--- config.mk ---
export PLATFORM = sky130hd
export DESIGN_NAME = pipe_hazard_ctrl
export DESIGN_NICKNAME = d
export VERILOG_FILES = /design/src/rtl/pipe_hazard_ctrl.sv
export SDC_FILE = /design/constraint.sdc
export NUM_CORES = 1
export LEC_CHECK = 0
export CORE_MARGIN = 4
export CORE_UTILIZATION = 47
export CTS_CLUSTER_DIAMETER = 30
export DETAILED_ROUTE_END_ITERATION = 7
export PLACE_DENSITY = 0.91
export SETUP_SLACK_MARGIN = 0.4
export SLEW_MARGIN = 20
export SYNTH_ARGS = -nofsm -noshare
export SYNTH_HDL_FRONTEND = slang
export SYNTH_SLANG_ARGS = --single-unit
--- constraint.sdc ---
create_clock -name clk -period 3.2 [get_ports clk]
set_clock_uncertainty 0.05 [all_clocks]
set_input_delay 0.64 -clock clk [delete_from_list [all_inputs] [get_ports clk]]
set_output_delay 0.64 -clock clk [all_outputs]
set_load 0.01 [all_outputs]
--- src/rtl/pipe_hazard_ctrl.sv ---
// rtl/pipe_hazard_ctrl.sv - stall/flush/forward controller for the 5-stage pipeline
module pipe_hazard_ctrl #(
    parameter int REG_AW    = 4,
    parameter int DRAIN_CYC = 3,
    parameter int CNT_W     = 16,
    parameter bit REG0_ZERO = 1'b1
) (
    input  logic              clk,
    input  logic              rst_n,
    input  logic [REG_AW-1:0] id_rs,
    input  logic [REG_AW-1:0] id_rt,
    input  logic              id_rs_vld,
    input  logic              id_rt_vld,
    input  logic              id_is_hlt,
    input  logic [REG_AW-1:0] ex_rd,
    input  logic [REG_AW-1:0] mem_rd,
    input  logic [REG_AW-1:0] wb_rd,
    input  logic              ex_regwrite,
    input  logic              mem_regwrite,
    input  logic              wb_regwrite,
    input  logic              ex_memread,
    input  logic              ex_br_taken,
    input  logic              imem_busy,
    input  logic              dmem_busy,
    output logic              pc_wen,
    output logic              ifid_wen,
    output logic              ifid_nop,
    output logic              idex_wen,
    output logic              idex_nop,
    output logic              exmem_wen,
    output logic              memwb_wen,
    output logic [1:0]        fwd_a,
    output logic [1:0]        fwd_b,
    output logic              hlt,
    output logic [CNT_W-1:0]  stall_cnt
);

    localparam int DC_W = (DRAIN_CYC > 1) ? $clog2(DRAIN_CYC) : 1;
    localparam logic [1:0] FWD_RF  = 2'b00;
    localparam logic [1:0] FWD_MEM = 2'b10;
    localparam logic [1:0] FWD_WB  = 2'b01;

    typedef enum logic [1:0] {
        ST_RUN,
        ST_DRAIN,
        ST_HALTED
    } state_t;

    state_t            state_q, state_d;
    logic [DC_W-1:0]   cnt_q, cnt_d;
    logic [1:0]        fwd_a_q, fwd_a_d;
    logic [1:0]        fwd_b_q, fwd_b_d;
    logic [CNT_W-1:0]  stall_cnt_q, stall_cnt_d;

    logic ex_rs_m, ex_rt_m, mem_rs_m, mem_rt_m;
    logic load_use;

    // WB results reach ID through the regfile's write-before-read, so WB is never a source here.
    logic unused_wb;
    assign unused_wb = ^{wb_rd, wb_regwrite};

    function automatic logic match(input logic regwrite, input logic [REG_AW-1:0] rd,
                                   input logic [REG_AW-1:0] r);
        return regwrite && (rd == r) && ((r != '0) || !REG0_ZERO);
    endfunction

    function automatic logic [1:0] fwd_sel(input logic ex_m, input logic mem_m);
        if (ex_m) begin
            return FWD_MEM;
        end else if (mem_m) begin
            return FWD_WB;
        end
        return FWD_RF;
    endfunction

    always_comb begin
        ex_rs_m  = id_rs_vld && match(ex_regwrite, ex_rd, id_rs);
        ex_rt_m  = id_rt_vld && match(ex_regwrite, ex_rd, id_rt);
        mem_rs_m = id_rs_vld && match(mem_regwrite, mem_rd, id_rs);
        mem_rt_m = id_rt_vld && match(mem_regwrite, mem_rd, id_rt);
        load_use = ex_memread && (ex_rs_m || ex_rt_m);
    end

    always_comb begin
        pc_wen    = 1'b0;
        ifid_wen  = 1'b0;
        ifid_nop  = 1'b0;
        idex_wen  = 1'b0;
        idex_nop  = 1'b0;
        exmem_wen = 1'b0;
        memwb_wen = 1'b0;
        state_d   = state_q;
        cnt_d     = cnt_q;

        case (state_q)
            ST_RUN: begin
                exmem_wen = !dmem_busy;
                memwb_wen = !dmem_busy;
                if (dmem_busy) begin
                    pc_wen = 1'b0;
                end else if (ex_br_taken) begin
                    pc_wen   = 1'b1;
                    ifid_wen = 1'b1;
                    ifid_nop = 1'b1;
                    idex_wen = 1'b1;
                    idex_nop = 1'b1;
                end else if (load_use) begin
                    idex_wen = 1'b1;
                    idex_nop = 1'b1;
                end else if (imem_busy) begin
                    ifid_wen = 1'b1;
                    ifid_nop = 1'b1;
                    idex_wen = 1'b1;
                end else begin
                    pc_wen   = 1'b1;
                    ifid_wen = 1'b1;
                    idex_wen = 1'b1;
                end
                if (id_is_hlt && !ex_br_taken && !load_use && !dmem_busy) begin
                    state_d = ST_DRAIN;
                    cnt_d   = DC_W'(DRAIN_CYC - 1);
                end
            end
            ST_DRAIN: begin
                // Older instructions keep flowing out while nothing new enters.
                if (!dmem_busy) begin
                    ifid_wen  = 1'b1;
                    ifid_nop  = 1'b1;
                    idex_wen  = 1'b1;
                    idex_nop  = 1'b1;
                    exmem_wen = 1'b1;
                    memwb_wen = 1'b1;
                    if (cnt_q == '0) begin
                        state_d = ST_HALTED;
                    end else begin
                        cnt_d = cnt_q - DC_W'(1);
                    end
                end
            end
            default: begin
                state_d = ST_HALTED;
            end
        endcase
    end

    always_comb begin
        fwd_a_d = fwd_a_q;
        fwd_b_d = fwd_b_q;
        if (idex_wen) begin
            fwd_a_d = idex_nop ? FWD_RF : fwd_sel(ex_rs_m, mem_rs_m);
            fwd_b_d = idex_nop ? FWD_RF : fwd_sel(ex_rt_m, mem_rt_m);
        end
        stall_cnt_d = stall_cnt_q;
        if ((state_q == ST_RUN) && !pc_wen && !(&stall_cnt_q)) begin
            stall_cnt_d = stall_cnt_q + CNT_W'(1);
        end
    end

    always_ff @(posedge clk) begin
        if (!rst_n) begin
            state_q     <= ST_RUN;
            cnt_q       <= '0;
            fwd_a_q     <= FWD_RF;
            fwd_b_q     <= FWD_RF;
            stall_cnt_q <= '0;
        end else begin
            state_q     <= state_d;
            cnt_q       <= cnt_d;
            fwd_a_q     <= fwd_a_d;
            fwd_b_q     <= fwd_b_d;
            stall_cnt_q <= stall_cnt_d;
        end
    end

    assign fwd_a     = fwd_a_q;
    assign fwd_b     = fwd_b_q;
    assign hlt       = (state_q == ST_HALTED);
    assign stall_cnt = stall_cnt_q;

endmodule

# Word-level counts from Yosys, hierarchy flattened
# Index checks and enable logic that the tools add are counted.
[word_totals] regBits=24 word_cells=93
[op_classes] add_sub_neg=2 n_eq_ne=10 mux=43 reduce_logical=33
[op_table] operator="two-way mux 2 bit" n=14
[op_table] operator="two-way mux 1 bit" n=23
[op_table] operator="logical AND 1 bit" n=18
[op_table] operator="adder 16 x 1 -> 16 bit (second input constant)" n=1
[op_table] operator="equality test 4 bit" n=4
[op_table] operator="AND reduction 16 bit" n=1
[op_table] operator="!= test 2 bit (second input constant)" n=4
[op_table] operator="case mux 1 bit (2 select lines)" n=4
[op_table] operator="case mux 2 bit (2 select lines)" n=2
[op_table] operator="nonzero test 4 bit" n=2
[op_table] operator="zero test 1 bit" n=5
[op_table] operator="zero test 2 bit" n=2
[op_table] operator="AND reduction 4 bit" n=1
[op_table] operator="AND reduction 3 bit" n=1
[op_table] operator="equality test 2 x 1 -> 1 bit (second input constant)" n=1
[op_table] operator="equality test 2 bit (second input constant)" n=1
[op_table] operator="nonzero test 2 bit" n=1
[op_table] operator="OR reduction 2 bit" n=1
[op_table] operator="subtractor 2 x 1 -> 2 bit (second input constant)" n=1
[op_table] operator="logical OR 1 bit" n=1

# Depth between registers and ports, before layout
[logic_depth] ltp_word=13 depth_mapped=8 depth_no_buf=7

# Worst setup path after synthesis
# Ideal clock, no wire load.
[synth_timing] path_type="input port to output port" from="in id_rt[0]" to="out pc_wen" arrival_ns=1.839 required_time_ns=2.510 path_slack_ns=0.671 stages=5 path_buffers=0 path_cell_list="o41ai_2 -> nor3_2 -> o21ai_1 -> a21oi_1 -> nor4_1"
[synth_via] elab_chain_cells=10 elab_cells_between_ends=11 cone_classes="1 x eq/ne; 4 x mux; 6 x reduce/logical"
[synth_rtl] element="start: declaration" line="11" source="input logic [REG_AW-1:0] id_rt,"
[synth_rtl] element="equality test 4 bit" line="64" source="return regwrite && (rd == r) && ((r != '0) || !REG0_ZERO);"
[synth_rtl] element="logical AND 1 bit" line="64"
[synth_rtl] element="logical AND 1 bit *" line="64"
[synth_rtl] element="logical AND 1 bit *" line="78" source="ex_rt_m = id_rt_vld && match(ex_regwrite, ex_rd, id_rt);"
[synth_rtl] element="logical OR 1 bit *" line="81" source="load_use = ex_memread && (ex_rs_m || ex_rt_m);"
[synth_rtl] element="logical AND 1 bit *" line="81"
[synth_rtl] element="two-way mux 1 bit *" line="107" source="end else if (load_use) begin"
[synth_rtl] element="two-way mux 1 bit *" line="101" source="end else if (ex_br_taken) begin"
[synth_rtl] element="two-way mux 1 bit *" line="99" source="if (dmem_busy) begin"
[synth_rtl] element="two-way mux 1 bit *" line="95" source="case (state_q)"
[synth_rtl] element="end: declaration" line="25" source="output logic pc_wen,"
# Every way passes the cells marked *; elsewhere a longest branch is shown, timed or not.

# Worst setup path after layout
[layout_timing] from="in dmem_busy" to="out exmem_wen"
[layout_via] elab_chain_cells=2 elab_cells_between_ends=3 cone_classes="2 x mux; 1 x reduce/logical"
[layout_rtl] element="start: declaration" line="24" source="input logic dmem_busy,"
[layout_rtl] element="two-way mux 1 bit / zero test 1 bit (equally long branches)"
[layout_rtl] element="case mux 1 bit (2 select lines) *" line="95"
[layout_rtl] element="end: declaration" line="30" source="output logic exmem_wen,"
# Marks and branches as above.

==> metrics.txt <==
# TYPE chip_impl_metric gauge
chip_impl_info{name="run_status",value="completed"} 1
chip_impl_metric{name="antenna_found_initial",unit=""} 0
chip_impl_metric{name="number_of_drc_violations_after_detailed_routing_iteration_0",unit=""} 95
chip_impl_metric{name="first_global_vias",unit=""} 1457
chip_impl_metric{name="max-cap-violations",unit=""} 0
chip_impl_info{name="clock_tree_from_tritoncts",value="yes"} 1
chip_impl_metric{name="area_delta_synth_final",unit="%"} 52.4
chip_impl_metric{name="boundaryPins",unit=""} 60
chip_impl_info{name="cells_traversed_along_the_worst_timing_path",value="clkdlybuf4s50_1 -> or2_4 -> inv_1 -> clkdlybuf4s50_1"} 1
chip_impl_metric{name="non_filler_instance_count_after_layout",unit=""} 298
chip_impl_metric{name="routed_wire_length_per_instance",unit="um"} 14.7
chip_impl_metric{name="die_h",unit="um"} 64.7
chip_impl_info{name="critical-path-top-delay-family",value="buffers and inverters"} 1
chip_impl_metric{name="worstPathArrival",unit="ns"} 2.06
chip_impl_metric{name="design.die.area",unit="sq um"} 4190
chip_impl_metric{name="p_total",unit="uW"} 652
chip_impl_metric{name="grtUsageTotal",unit="%"} 20.7
chip_impl_metric{name="viasPerCell",unit=""} 5.24
chip_impl_metric{name="globalRouteOverflowTotal",unit=""} 0
chip_impl_metric{name="filler_cell_count",unit=""} 215
chip_impl_metric{name="worstMarginPinSlew",unit="ns"} 0.552
chip_impl_metric{name="fp-row-count",unit=""} 20
chip_impl_metric{name="worstPathBufferInverterCount",unit=""} 3
chip_impl_metric{name="totalWireLength",unit="um"} 4380
chip_impl_metric{name="fraction_of_final_layout_cells_with_drive_strength_greater_than_1",unit="%"} 21.3
chip_impl_info{name="origin_of_the_critical_flop_to_flop_path",value="stall_cnt[3]"} 1
chip_impl_metric{name="power_frac_comb",unit="%"} 26.9
chip_impl_metric{name="report.final.setup_viol",unit=""} 0
chip_impl_metric{name="post_synthesis_register_bit_count",unit=""} 24
chip_impl_metric{name="synthesis.area_per_instance",unit="sq um"} 8.21
chip_impl_metric{name="rr_worst_depth",unit=""} 7
chip_impl_metric{name="cts_made_buffers",unit=""} 3
chip_impl_metric{name="synth_cell_type_count",unit=""} 35
chip_impl_metric{name="dp_slack",unit="ns"} -0.285
chip_impl_metric{name="fp.coreArea",unit="sq um"} 3050
chip_impl_metric{name="drc",unit=""} 0
chip_impl_metric{name="finalWorstSetupSlack",unit="ns"} 0.453
chip_impl_metric{name="buffer_ports.inserted",unit=""} 54
chip_impl_metric{name="route.vias.total",unit=""} 1562
chip_impl_metric{name="switching_share",unit="%"} 28.2
chip_impl_info{name="synthFlopType",value="dfxtp_1"} 1
chip_impl_metric{name="hold_viol",unit=""} 0
chip_impl_info{name="endpoint_kind",value="output pin"} 1
chip_impl_metric{name="clk_pin_slew",unit="ns"} 0.14
chip_impl_metric{name="cpPeakStageDelay",unit="ns"} 0.54
chip_impl_metric{name="drt.antenna.violating_nets",unit=""} 0
chip_impl_metric{name="p_per_area",unit="nW/um^2"} 283
chip_impl_metric{name="place.detailed.instances",unit=""} 290
chip_impl_metric{name="synth_seq_area_share",unit="%"} 31.8
chip_impl_info{name="cp-start-kind",value="primary input"} 1
chip_impl_metric{name="layout_min_cycle_time",unit="ns"} 2.75
chip_impl_info{name="worst_setup_path_category",value="in -> out"} 1
chip_impl_metric{name="asyncSetResetFlopFracSynth",unit="%"} 0
chip_impl_metric{name="die_extent_in_x",unit="um"} 64.7
chip_impl_info{name="cpMaxStageDelayCell",value="clkdlybuf4s50_1"} 1
chip_impl_info{name="worst_hold_path_type",value="reg -> reg"} 1
chip_impl_metric{name="p_leak",unit="uW"} 0.000943
chip_impl_info{name="timing.critical_path.to",value="exmem_wen"} 1
chip_impl_info{name="grt_setup_unrepaired",value="false"} 1
chip_impl_metric{name="timing_limited_maximum_frequency",unit="MHz"} 364
chip_impl_metric{name="area.sequential",unit="sq um"} 480
chip_impl_metric{name="placedInstanceArea",unit="sq um"} 2180
chip_impl_metric{name="synth_warnings",unit=""} 0
chip_impl_metric{name="timing.critical_path.fanout_max",unit=""} 11
chip_impl_info{name="endpoint_of_the_most_critical_register_to_register_path",value="stall_cnt[8]"} 1
chip_impl_metric{name="post-dp-hpwl",unit="um"} 2950
chip_impl_metric{name="p_switching",unit="uW"} 184
chip_impl_metric{name="worst_slew_margin_relative_to_its_limit",unit="%"} 63.1
chip_impl_metric{name="worst-endpoint-required",unit="ns"} 2.51
chip_impl_info{name="path_common_cell",value="clkdlybuf4s50_1"} 1
chip_impl_metric{name="area_occupied_by_multi_input_gates",unit="sq um"} 1060
chip_impl_metric{name="r2r_slack",unit="ns"} 1.19
chip_impl_metric{name="maximum_number_of_pins_on_one_net_before_global_route_repair",unit=""} 17
chip_impl_metric{name="globalplace.congestion",unit=""} 0.830
chip_impl_metric{name="grt_first_pass_wirelength",unit="um"} 6720
chip_impl_metric{name="detailedRoute.firstPassIterationCount",unit=""} 4
chip_impl_metric{name="htreeDepth",unit=""} 1
chip_impl_metric{name="layout.cell_area.non_filler",unit="sq um"} 2300
chip_impl_info{name="critPathLaunch",value="dmem_busy"} 1
chip_impl_metric{name="summed_instance_area_of_the_synthesized_netlist",unit="sq um"} 1510
chip_impl_metric{name="final_min_period_over_clock_period",unit="%"} 85.8
chip_impl_info{name="ctsRootBufferMaster",value="clkbuf_4"} 1
chip_impl_metric{name="synth_fp_nets",unit=""} 218
chip_impl_metric{name="power_report.internal_total",unit="uW"} 468
chip_impl_metric{name="vdd.ir_drop.worst",unit="mV"} 0.177
chip_impl_metric{name="clockBufferDepth",unit=""} 2
chip_impl_metric{name="start_util",unit="%"} 49.5
chip_impl_metric{name="antennaDiodeCount",unit=""} 0
chip_impl_metric{name="layout.core_utilization",unit="%"} 75.5
chip_impl_metric{name="maxSlewViolCount",unit=""} 0
chip_impl_metric{name="num-nets-final",unit=""} 289
chip_impl_metric{name="edff_count_synth",unit=""} 0
chip_impl_metric{name="pwr-share-seq",unit="%"} 47.9
chip_impl_metric{name="synthCells",unit=""} 184
chip_impl_metric{name="timing.critical_path.depth",unit=""} 4
chip_impl_metric{name="clock_latency_on_the_worst_skew_pair",unit="ns"} 0.32
chip_impl_metric{name="tritoncts_num_sinks",unit=""} 24
chip_impl_info{name="worstHoldStart",value="fwd_a[0]"} 1
chip_impl_metric{name="power_frac_clock",unit="%"} 25.2
registers in the layout, indices dropped and copies added (netlist names):
register   cells
fwd_a          2
fwd_b          2
state_q        2
stall_cnt     16
cnt_q          2
per-layer routing:
layer / wire, um / GRT usage [%] / share of wire (%) / vias to the layer above
met1: 1800 / 25.5 / 41 / 727
met4: 153 / 10.8 / 3.5 / 0
met5: 0 / 0 / 0 / -
met2: 2250 / 34.5 / 51 / 45
met3: 172 / 3.29 / 3.9 / 12
li1: - / - / - / 778
Yosys cell counts, types with 2 or more instances:
cell,count,share of area (%)
a32oi_1,2,1.2
xnor2_1,17,9.9
nor2_1,8,2.0
a21oi_1,11,3.6
nand3_1,6,2.0
and3_1,5,2.1
clkbuf_1,5,1.2
inv_1,10,2.5
nor3_1,5,1.7
nor2b_1,4,1.7
and2_1,5,2.1
nand4_1,8,3.3
o41ai_2,2,2.2
dfxtp_1,24,32
nor3b_1,2,0.99
nor4_1,2,0.83
nor3_2,2,1.3
nand2_1,26,6.5
nor3b_2,2,1.7
xor2_1,3,1.7
o21ai_1,2,0.66
mux2i_1,10,6.6
nand2b_1,8,3.3
ha_1,2,1.7
o21a_1,3,1.5
logic make-up (layout without fill, tap and decap cells):
kind of cell	Yosys count	count (layout)	synth area share (%)
and+or+nand+nor	85	85	30.3
AOI/OAI and AO/OA	26	26	13.1
DFF	24	24	31.8
xor gates and xnor gates	20	20	11.6
buffers and inverters	17	87	4.97
muxes	10	10	6.62
adders and majority gates	2	2	1.66
cell usage in the layout (no fill, tap or decap), drive strengths merged, types with 3 or more instances in the layout:
cell type	instances
clkdlybuf4s50	36
nand2	26
dfxtp	24
buf	24
xnor2	17
a21oi	12
clkbuf	12
inv	10
mux2i	10
nor2	8
nand4	8
nand2b	8
nor3	7
nand3	6
and2	5
and3	5
nor2b	4
nor3b	4
xor2	3
o21a	3
o21ai	3
cell type report:
| class | count | area share, % |
|---|---|---|
| Tap cell | 44 | 2.39 |
| Clock buffer | 4 | 1.58 |
| Multi-Input combinational cell | 143 | 45.8 |
| Sequential cell | 24 | 20.9 |
| Inverter | 10 | 1.63 |
| Timing Repair Buffer | 73 | 27.7 |
power by group through the flow:
stage          Sequential, uW  Clock (uW)  Combinational [uW]
3_3_place_gp              319           0                 157
6_report                  313         164                 175
5_1_grt                   314         183                 188
3_5_place_dp              319           0                 159
4_1_cts                   313         172                 159
2_1_floorplan             319           0                72.7
per-stage QoR:
stage | TNS, ns | hold WS, ns
detailed placement | -0.797 | 0.397
CTS | 0 | 0.416
global placement | -0.757 | 0.391
floorplan | 0 | 0.381
finish | 0 | 0.416
global route | 0 | 0.449
how the worst min path moves through the flow:
stage,endpoint,cells past startpoint,slack (ns)
CTS,fwd_a[1],2,0.42
finish,fwd_a[0],2,0.42
global route,fwd_a[0],2,0.45
floorplan,cnt_q[1],2,0.38
global placement,cnt_q[1],2,0.39
detailed placement,fwd_a[1],2,0.40
worst register-to-register path: stages, from the launching register on:
cell and delay [ns]:
dfxtp_1 0.45, and4_1 0.29, nand4_1 0.13, nor3_1 0.43, a21oi_2 0.07, buf_4 0.17, and3_1 0.17, o21a_1 0.16
timing repair:
item                                    CTS  global route
pin swaps                                 6            13
resized for setup                        37            34
buffers inserted                          3             1
hold buffers                              0             0
endpoints found under the setup margin    7             4
Power figures use the tool's default switching activity.
